===== src/rtl/udt_rx_parser.sv =====
// Receive-side UDT depacketiser: filters UDP datagrams by destination port/IP, strips the
// 16-byte UDT header, passes data payload through with decoded sideband and decodes control packets.
//
// state   | meaning
// IDLE    | wait for header beat 0 (W0/W1), apply port/IP/runt filter
// HDR1    | header beat 1 (W2/W3), branch on data/control
// PAYLOAD | zero-latency payload passthrough to rx_s_axis
// CIF     | first control-information beat
// CDRAIN  | discard remaining control beats
// DROP    | discard the rest of a rejected datagram
module udt_rx_parser #(
    parameter logic [15:0] PORT        = 16'd10086,
    parameter logic [31:0] FPGA_IP_SRC = 32'hc0a8006f,
    parameter bit          CHECK_IP    = 1'b1
) (
    input  logic        rx_s_axis_aclk,
    input  logic        rx_s_axis_aresetn,
    input  logic        udp_rx_tvalid,
    output logic        udp_rx_tready,
    input  logic        udp_rx_tlast,
    input  logic [7:0]  udp_rx_tkeep,
    input  logic [63:0] udp_rx_tdata,
    input  logic [31:0] udp_rx_ip_dest,
    input  logic [15:0] udp_rx_port_dest,
    output logic        rx_s_axis_tvalid,
    input  logic        rx_s_axis_tready,
    output logic        rx_s_axis_tlast,
    output logic [63:0] rx_s_axis_tdata,
    output logic [7:0]  rx_s_axis_tkeep,
    output logic [30:0] rx_seq_num,
    output logic [1:0]  rx_msg_pos,
    output logic        rx_in_order,
    output logic [28:0] rx_msg_num,
    output logic [31:0] rx_timestamp,
    output logic [31:0] rx_sock_id,
    output logic        ctrl_pkt_valid,
    output logic [14:0] ctrl_type,
    output logic [15:0] ctrl_ext_type,
    output logic [31:0] ctrl_add_info,
    output logic [31:0] ctrl_cif0,
    output logic [31:0] stat_data_cnt,
    output logic [31:0] stat_ctrl_cnt,
    output logic [31:0] stat_drop_cnt
);

    typedef enum logic [2:0] {
        S_IDLE, S_HDR1, S_PAYLOAD, S_CIF, S_CDRAIN, S_DROP
    } state_t;

    function automatic logic [31:0] be32(input logic [31:0] x);
        return {x[7:0], x[15:8], x[23:16], x[31:24]};
    endfunction

    state_t      state_q, state_d;
    logic [31:0] w0_q, w0_d, w1_q, w1_d, cif_q, cif_d;
    logic [30:0] seq_num_q, seq_num_d;
    logic [1:0]  msg_pos_q, msg_pos_d;
    logic        in_order_q, in_order_d;
    logic [28:0] msg_num_q, msg_num_d;
    logic [31:0] timestamp_q, timestamp_d;
    logic [31:0] sock_id_q, sock_id_d;
    logic        ctrl_valid_q, ctrl_valid_d;
    logic [14:0] ctrl_type_q, ctrl_type_d;
    logic [15:0] ctrl_ext_q, ctrl_ext_d;
    logic [31:0] ctrl_info_q, ctrl_info_d;
    logic [31:0] ctrl_cif0_q, ctrl_cif0_d;
    logic [31:0] data_cnt_q, data_cnt_d;
    logic [31:0] ctrl_cnt_q, ctrl_cnt_d;
    logic [31:0] drop_cnt_q, drop_cnt_d;

    logic        in_payload;
    logic        beat;
    logic        keep_full;
    logic        hdr_ok;
    logic        emit;
    logic [31:0] emit_cif;

    assign in_payload = (state_q == S_PAYLOAD);
    assign udp_rx_tready = in_payload ? rx_s_axis_tready : 1'b1;
    assign beat = udp_rx_tvalid && udp_rx_tready;
    assign keep_full = (udp_rx_tkeep == 8'hFF);
    assign hdr_ok = keep_full && !udp_rx_tlast && (udp_rx_port_dest == PORT) &&
                    (!CHECK_IP || (udp_rx_ip_dest == FPGA_IP_SRC));

    // Payload is a pure wire path so the sink's backpressure reaches the UDP core the same cycle.
    assign rx_s_axis_tvalid = in_payload && udp_rx_tvalid;
    assign rx_s_axis_tlast  = in_payload && udp_rx_tlast;
    assign rx_s_axis_tdata  = in_payload ? udp_rx_tdata : 64'd0;
    assign rx_s_axis_tkeep  = in_payload ? udp_rx_tkeep : 8'd0;

    assign rx_seq_num     = seq_num_q;
    assign rx_msg_pos     = msg_pos_q;
    assign rx_in_order    = in_order_q;
    assign rx_msg_num     = msg_num_q;
    assign rx_timestamp   = timestamp_q;
    assign rx_sock_id     = sock_id_q;
    assign ctrl_pkt_valid = ctrl_valid_q;
    assign ctrl_type      = ctrl_type_q;
    assign ctrl_ext_type  = ctrl_ext_q;
    assign ctrl_add_info  = ctrl_info_q;
    assign ctrl_cif0      = ctrl_cif0_q;
    assign stat_data_cnt  = data_cnt_q;
    assign stat_ctrl_cnt  = ctrl_cnt_q;
    assign stat_drop_cnt  = drop_cnt_q;

    always_comb begin
        state_d      = state_q;
        w0_d         = w0_q;
        w1_d         = w1_q;
        cif_d        = cif_q;
        seq_num_d    = seq_num_q;
        msg_pos_d    = msg_pos_q;
        in_order_d   = in_order_q;
        msg_num_d    = msg_num_q;
        timestamp_d  = timestamp_q;
        sock_id_d    = sock_id_q;
        ctrl_valid_d = 1'b0;
        ctrl_type_d  = ctrl_type_q;
        ctrl_ext_d   = ctrl_ext_q;
        ctrl_info_d  = ctrl_info_q;
        ctrl_cif0_d  = ctrl_cif0_q;
        data_cnt_d   = data_cnt_q;
        ctrl_cnt_d   = ctrl_cnt_q;
        drop_cnt_d   = drop_cnt_q;
        emit         = 1'b0;
        emit_cif     = 32'd0;

        case (state_q)
            S_IDLE: begin
                if (beat) begin
                    if (hdr_ok) begin
                        w0_d    = be32(udp_rx_tdata[31:0]);
                        w1_d    = be32(udp_rx_tdata[63:32]);
                        state_d = S_HDR1;
                    end else begin
                        drop_cnt_d = drop_cnt_q + 32'd1;
                        state_d    = udp_rx_tlast ? S_IDLE : S_DROP;
                    end
                end
            end
            S_HDR1: begin
                if (beat) begin
                    if (!keep_full) begin
                        drop_cnt_d = drop_cnt_q + 32'd1;
                        state_d    = udp_rx_tlast ? S_IDLE : S_DROP;
                    end else if (!w0_q[31]) begin
                        if (udp_rx_tlast) begin
                            drop_cnt_d = drop_cnt_q + 32'd1;
                            state_d    = S_IDLE;
                        end else begin
                            seq_num_d   = w0_q[30:0];
                            msg_pos_d   = w1_q[31:30];
                            in_order_d  = w1_q[29];
                            msg_num_d   = w1_q[28:0];
                            timestamp_d = be32(udp_rx_tdata[31:0]);
                            sock_id_d   = be32(udp_rx_tdata[63:32]);
                            state_d     = S_PAYLOAD;
                        end
                    end else if (udp_rx_tlast) begin
                        emit    = 1'b1;
                        state_d = S_IDLE;
                    end else begin
                        state_d = S_CIF;
                    end
                end
            end
            S_PAYLOAD: begin
                if (beat && udp_rx_tlast) begin
                    data_cnt_d = data_cnt_q + 32'd1;
                    state_d    = S_IDLE;
                end
            end
            S_CIF: begin
                if (beat) begin
                    cif_d = be32(udp_rx_tdata[31:0]);
                    if (udp_rx_tlast) begin
                        emit     = 1'b1;
                        emit_cif = be32(udp_rx_tdata[31:0]);
                        state_d  = S_IDLE;
                    end else begin
                        state_d = S_CDRAIN;
                    end
                end
            end
            S_CDRAIN: begin
                if (beat && udp_rx_tlast) begin
                    emit     = 1'b1;
                    emit_cif = cif_q;
                    state_d  = S_IDLE;
                end
            end
            S_DROP: begin
                if (beat && udp_rx_tlast) begin
                    state_d = S_IDLE;
                end
            end
            default: state_d = S_IDLE;
        endcase

        // Control fields are committed together with the pulse so they never change mid-event.
        if (emit) begin
            ctrl_valid_d = 1'b1;
            ctrl_type_d  = w0_q[30:16];
            ctrl_ext_d   = w0_q[15:0];
            ctrl_info_d  = w1_q;
            ctrl_cif0_d  = emit_cif;
            ctrl_cnt_d   = ctrl_cnt_q + 32'd1;
        end
    end

    always_ff @(posedge rx_s_axis_aclk or negedge rx_s_axis_aresetn) begin
        if (!rx_s_axis_aresetn) begin
            state_q      <= S_IDLE;
            w0_q         <= 32'd0;
            w1_q         <= 32'd0;
            cif_q        <= 32'd0;
            seq_num_q    <= 31'd0;
            msg_pos_q    <= 2'd0;
            in_order_q   <= 1'b0;
            msg_num_q    <= 29'd0;
            timestamp_q  <= 32'd0;
            sock_id_q    <= 32'd0;
            ctrl_valid_q <= 1'b0;
            ctrl_type_q  <= 15'd0;
            ctrl_ext_q   <= 16'd0;
            ctrl_info_q  <= 32'd0;
            ctrl_cif0_q  <= 32'd0;
            data_cnt_q   <= 32'd0;
            ctrl_cnt_q   <= 32'd0;
            drop_cnt_q   <= 32'd0;
        end else begin
            state_q      <= state_d;
            w0_q         <= w0_d;
            w1_q         <= w1_d;
            cif_q        <= cif_d;
            seq_num_q    <= seq_num_d;
            msg_pos_q    <= msg_pos_d;
            in_order_q   <= in_order_d;
            msg_num_q    <= msg_num_d;
            timestamp_q  <= timestamp_d;
            sock_id_q    <= sock_id_d;
            ctrl_valid_q <= ctrl_valid_d;
            ctrl_type_q  <= ctrl_type_d;
            ctrl_ext_q   <= ctrl_ext_d;
            ctrl_info_q  <= ctrl_info_d;
            ctrl_cif0_q  <= ctrl_cif0_d;
            data_cnt_q   <= data_cnt_d;
            ctrl_cnt_q   <= ctrl_cnt_d;
            drop_cnt_q   <= drop_cnt_d;
        end
    end

endmodule

===== config.mk =====
export PLATFORM = sky130hd
export DESIGN_NAME = udt_rx_parser
export DESIGN_NICKNAME = d
export VERILOG_FILES = /design/src/rtl/udt_rx_parser.sv
export SDC_FILE = /design/constraint.sdc
export NUM_CORES = 1
export LEC_CHECK = 0
export BUFFER_PORTS_ARGS = -buffer_cell sky130_fd_sc_hd__buf_2
export CORE_AREA = 2 2 201 203
export DETAILED_ROUTE_END_ITERATION = 6
export DIE_AREA = 0 0 203 205
export PLACE_DENSITY = 0.69
export SLEW_MARGIN = 0
export SYNTH_ARGS = -nofsm -noshare
export SYNTH_HDL_FRONTEND = slang
export SYNTH_SLANG_ARGS = --single-unit

===== constraint.sdc =====
create_clock -name rx_s_axis_aclk -period 4.9 [get_ports rx_s_axis_aclk]
set_input_delay 0.98 -clock rx_s_axis_aclk [delete_from_list [all_inputs] [get_ports rx_s_axis_aclk]]
set_output_delay 0.98 -clock rx_s_axis_aclk [all_outputs]
set_load 0.03 [all_outputs]

; ---- Word level (Yosys, flattened, before mapping)
; Cells that the tools add are included.
; W data, S select, Z words.
[word_totals]
ff_bits = 418
inputBits = 125
out_inout_bits = 394
elab_cells = 89
[op_classes]
n_addsub = 3
eq_ne = 15
muxes = 34
n_bitwise = 2
n_reduce_logical = 17
[ops]
columns = operator, count
row1 = $mux W32, 9
row2 = $pmux W32 S2, 2
row3 = $add A32 B1 Y32 const B, 3
row4 = $mux W64, 1
row5 = $eq A32 B32 Y1 const B, 1
row6 = $mux W3, 9
row7 = $eq A16 B14 Y1 const B, 1
row8 = $pmux W3 S4, 1
row9 = $eq A8 B8 Y1 const B, 1
row10 = $mux W1, 8
row11 = $mux W8, 1
row12 = $ne A2 B2 Y1 const B, 4
row13 = $logic_and A1 B1 Y1, 7
row14 = $eq A3 B2 Y1 const B, 2
row15 = $eq A3 B3 Y1 const B, 2
row16 = $ne A3 B3 Y1 const B, 2
row17 = $reduce_and A6 Y1, 1
row18 = $reduce_and A5 Y1, 1
row19 = $mux W2, 2
row20 = $reduce_and A2 Y1, 2
row21 = $reduce_and A4 Y1, 1
row22 = $eq A3 B1 Y1 const B, 1
row23 = $logic_not A3 Y1, 1
row24 = $pmux W1 S3, 1
row25 = other kinds (6), 7

; ---- Depth between registers and ports, before layout
[logic_depth]
word_depth = 7
mapped_depth = 9
mapped_depth_nobuf = 7

; ---- Worst setup path after synthesis
; No wires, ideal clock.
[synth_path]
kind = input -> register
startpoint = input udp_rx_tlast
endpoint = register w1_q[10]
setup_time_ns = 0.125
arrival_time_ns = 2.824
t_required_ns = 4.775
path_slack_ns = 1.951
cell_stages = 7
n_path_buf = 2
cell_sequence = buf_2 nor4b_1 nand4_1 or3_1 nor3_4 buf_6 mux2_2
[synth_between]
elab_chain_cells = 5
[synth_rtl]
columns = element, line_no
row1 = from (decl), 20  ; input logic udp_rx_tlast,
row2 = $logic_not A1 Y1, 82  ; assign hdr_ok = keep_full && !udp_rx_tlast && (udp_rx_port_dest == PORT) &&
row3 = $logic_and A1 B1 Y1 (3 in a row), 82
row4 = $reduce_and A3 Y1 (no source line), n/a
row5 = to (signal assigned), 234  ; w1_q <= w1_d;
row6 = to (decl), 55  ; logic [31:0] w0_q, w0_d, w1_q, w1_d, cif_q, cif_d;
; No other way between the ends.
; A chain may end at the register's enable or synchronous reset.

; ---- Final worst setup path
[layout_path]
startpoint = register state_q[1]
endpoint = output rx_s_axis_tkeep[5]
[layout_between]
elab_chain_cells = 2
[layout_rtl]
columns = element, line_no
row1 = from (decl), 54  ; state_t state_q, state_d;
row2 = from (signal assigned), 232  ; state_q <= state_d;
row3 = $eq A3 B2 Y1, 78  ; assign in_payload = (state_q == S_PAYLOAD);
row4 = $mux W8, 89  ; assign rx_s_axis_tkeep = in_payload ? udp_rx_tkeep : 8'd0;
row5 = to (decl), 29  ; output logic [7:0] rx_s_axis_tkeep,
; No other way between the ends.

==> impl_results.md <==
- Status: finished clean
- P_leak: 0.0124 uW
- Tmin final: 3770 ps
- Post-synthesis sequential area ratio: 0.609
- Detailed-router iteration count before antenna repair: 5
- DRC viols: 0
- Vias: 12100
- Hold_ws: 462 ps
- Cell Count, Final, Fillers Out: 2332
- Ys flop type: dfrtp_1
- DRT iter0 DRCs: 573
- Filler cells: 3337
- Mapped cell area: 17200 um^2
- PortBufs: 518
- First-pass GRT wire length: 71200 um
- # nets final: 1905
- Yosys cell types: 44
- Cell count after synthesis: 1258
- Commonest cells in the netlist: dfrtp_1 (418), mux2_2 (284), and2_1 (76)
- Async SR Flop Fraction: 1.00
- Post CTS Setup Buffer Count: 0
- Crit path max fanout: 49
- Core area: 39400 um^2
- Required @ worst endpoint: 3920 ps
- CTS Buf Count: 45
- Wirelength, routed: 46300 um
- Setup ws final: 1130 ps
- Share of layout cells above drive strength 1: 0.497
- Post-Syn Nets: 1386
- Starting Density: 0.437
- Die area: 41600 um^2
- Final hold vios: 0
- Tightest Pin Transition: 940 ps
- Area share of the largest cell type after synthesis: 0.609
- DP HPWL: 32800 um
- GRT Total Usage: 0.220
- CTS tree: yes
- Final ANT Viol Nets: 0
- Max-Cap Viols: 0
- Biggest area consumer among synthesized cells: dfrtp_1
- Initial antenna violation count: 1
- Hold Path Class: input pin to async pin
- Slew Limit Fails: 0
- Area Growth Syn to Fin: 26.7%
- H-tree depth: 2
- Sink Count: 418
- CTS clk-pin slew, worst paths: 60 ps
- CTS resizes: 0
- Synthesis-stage register bit count: 418
- Placed insts: 2255
- Via density: 5.20
- Total power: 7590 uW
- Critical path type: register to output pin
- Pin count of the biggest net entering global routing: 110
- Die Y: 205 um
- Worst Setup End Kind: output pin
- Vias in the first global route: 12300
- Clock tree buffer depth: 3
- Dpl ws: 1320 ps
- Setup TNS: 0 ps
- Top-count cell post-synth: dfrtp_1
- Syn avg cell area: 13.7 um^2
- Critical path arrival: 2790 ps
- Power density over cell area: 348 nW/um^2
- Io pins: 519
- # rows: 73
- RSZ-0062 raised after global routing: no
- WL/cell: 19.9 um
- Max IR drop VDD: 0.250 mV
- Worst Clk Skew: 8.13 ps
- Crit share post-route: 0.769
- Clock Latency Late Sink: 570 ps
- Final setup vio count: 0
- Clk Tree Root Cell: clkbuf_16
- Fmax: 265 MHz
- EDFF count, synth: 0
- Slew margin rel.: 0.373
- Yosys Warn Count: 0
- Largest cells by area after synthesis: dfrtp_1 (61%), mux2_2 (19%), and2_1 (2.8%)
- GP Congestion: 0.854
- Die width: 203 um
- Gr ovfl total: 0
- Startpoint types: register
- # hold bufs at CTS: 0
==> through the flow <==
step           instance area (um^2)  utilization
3_5_place_dp                  20400        0.517
2_1_floorplan                 17200            -
3_3_place_gp                  20400        0.517
5_1_grt                       21800        0.553
6_report                      21800        0.553
4_1_cts                       21800        0.553
==> worst max-delay path, cell delays in order (launching register included) <==
cell	delay [ps]
dfrtp_1	580
nor3b_2	690
buf_4	480
and2_1	230
buf_2	210
==> final timing paths <==
path                            depth (start not counted)            endpoint         startpoint  slack (ps)
worst max-delay path                                    4  rx_s_axis_tkeep[5]         state_q[1]        1130
worst min-delay path                                    1   stat_drop_cnt[19]  rx_s_axis_aresetn         460
worst max register to register                          6   ctrl_add_info[25]         state_q[1]        1850
worst min register to register                          1   stat_ctrl_cnt[31]  stat_ctrl_cnt[31]         460
max in group asynchronous                               2    rx_timestamp[25]  rx_s_axis_aresetn        3330
min in group rx_s_axis_aclk                             1   stat_ctrl_cnt[31]  stat_ctrl_cnt[31]         460
==> power by group <==
group	total (uW)	leakage, uW	internal [uW]	switching, uW
sequential	3620	0.00579	3520	95.7
combinational	667	0.00592	201	466
clock	3300	0.000698	1940	1370
==> state kept, by name, indices dropped and copies added (netlist names), 15 cells and up <==
register / flops
w1_q: 32
ctrl_type: 15
w0_q: 32
stat_ctrl_cnt: 32
stat_drop_cnt: 32
ctrl_ext_type: 16
rx_timestamp: 32
ctrl_cif0: 32
rx_sock_id: 32
ctrl_add_info: 32
stat_data_cnt: 32
rx_msg_num: 29
rx_seq_num: 31
cif_q: 32
==> layer usage <==
layer	GRT usage	vias up	wire, um
li1	-	5489	-
met1	0.281	6201	19300
met2	0.364	383	22600
met3	0.0597	65	3380
met4	0.0756	0	1030
met5	0	-	0
==> area by class of cell <==
type | instances | area (um^2) | share of cell area
flip-flops and latches | 418 | 10500 | 0.480
multi-input cells | 735 | 6310 | 0.290
repair buffers | 535 | 2770 | 0.127
clock buffers | 61 | 1250 | 0.0572
well taps | 525 | 657 | 0.0302
clock inverters | 14 | 170 | 0.00781
inverters | 42 | 158 | 0.00724
diodes | 2 | 5.00 | 0.000230
==> cells in the final DEF, fill, tap and decap left out, types with 37 or more instances in the layout <==
master | Yosys | final
and2_1 | 76 | 76
buf_2 | 15 | 517
clkbuf_16 | 0 | 45
dfrtp_1 | 418 | 418
inv_1 | 41 | 41
mux2_2 | 284 | 284
nand2_1 | 38 | 38
nand3_1 | 37 | 37
xnor2_1 | 52 | 52
xor2_1 | 41 | 41
==> cells by family after synthesis <==
group           Yosys count  synth area share
flops                   418             0.609
compound gates           43            0.0232
fa+ha+maj                 3           0.00218
mux                     289             0.189
simple gates            307             0.103
xor+xnor                 93            0.0474
buf+inv                 105            0.0266
(Power assumes the default switching activity.)
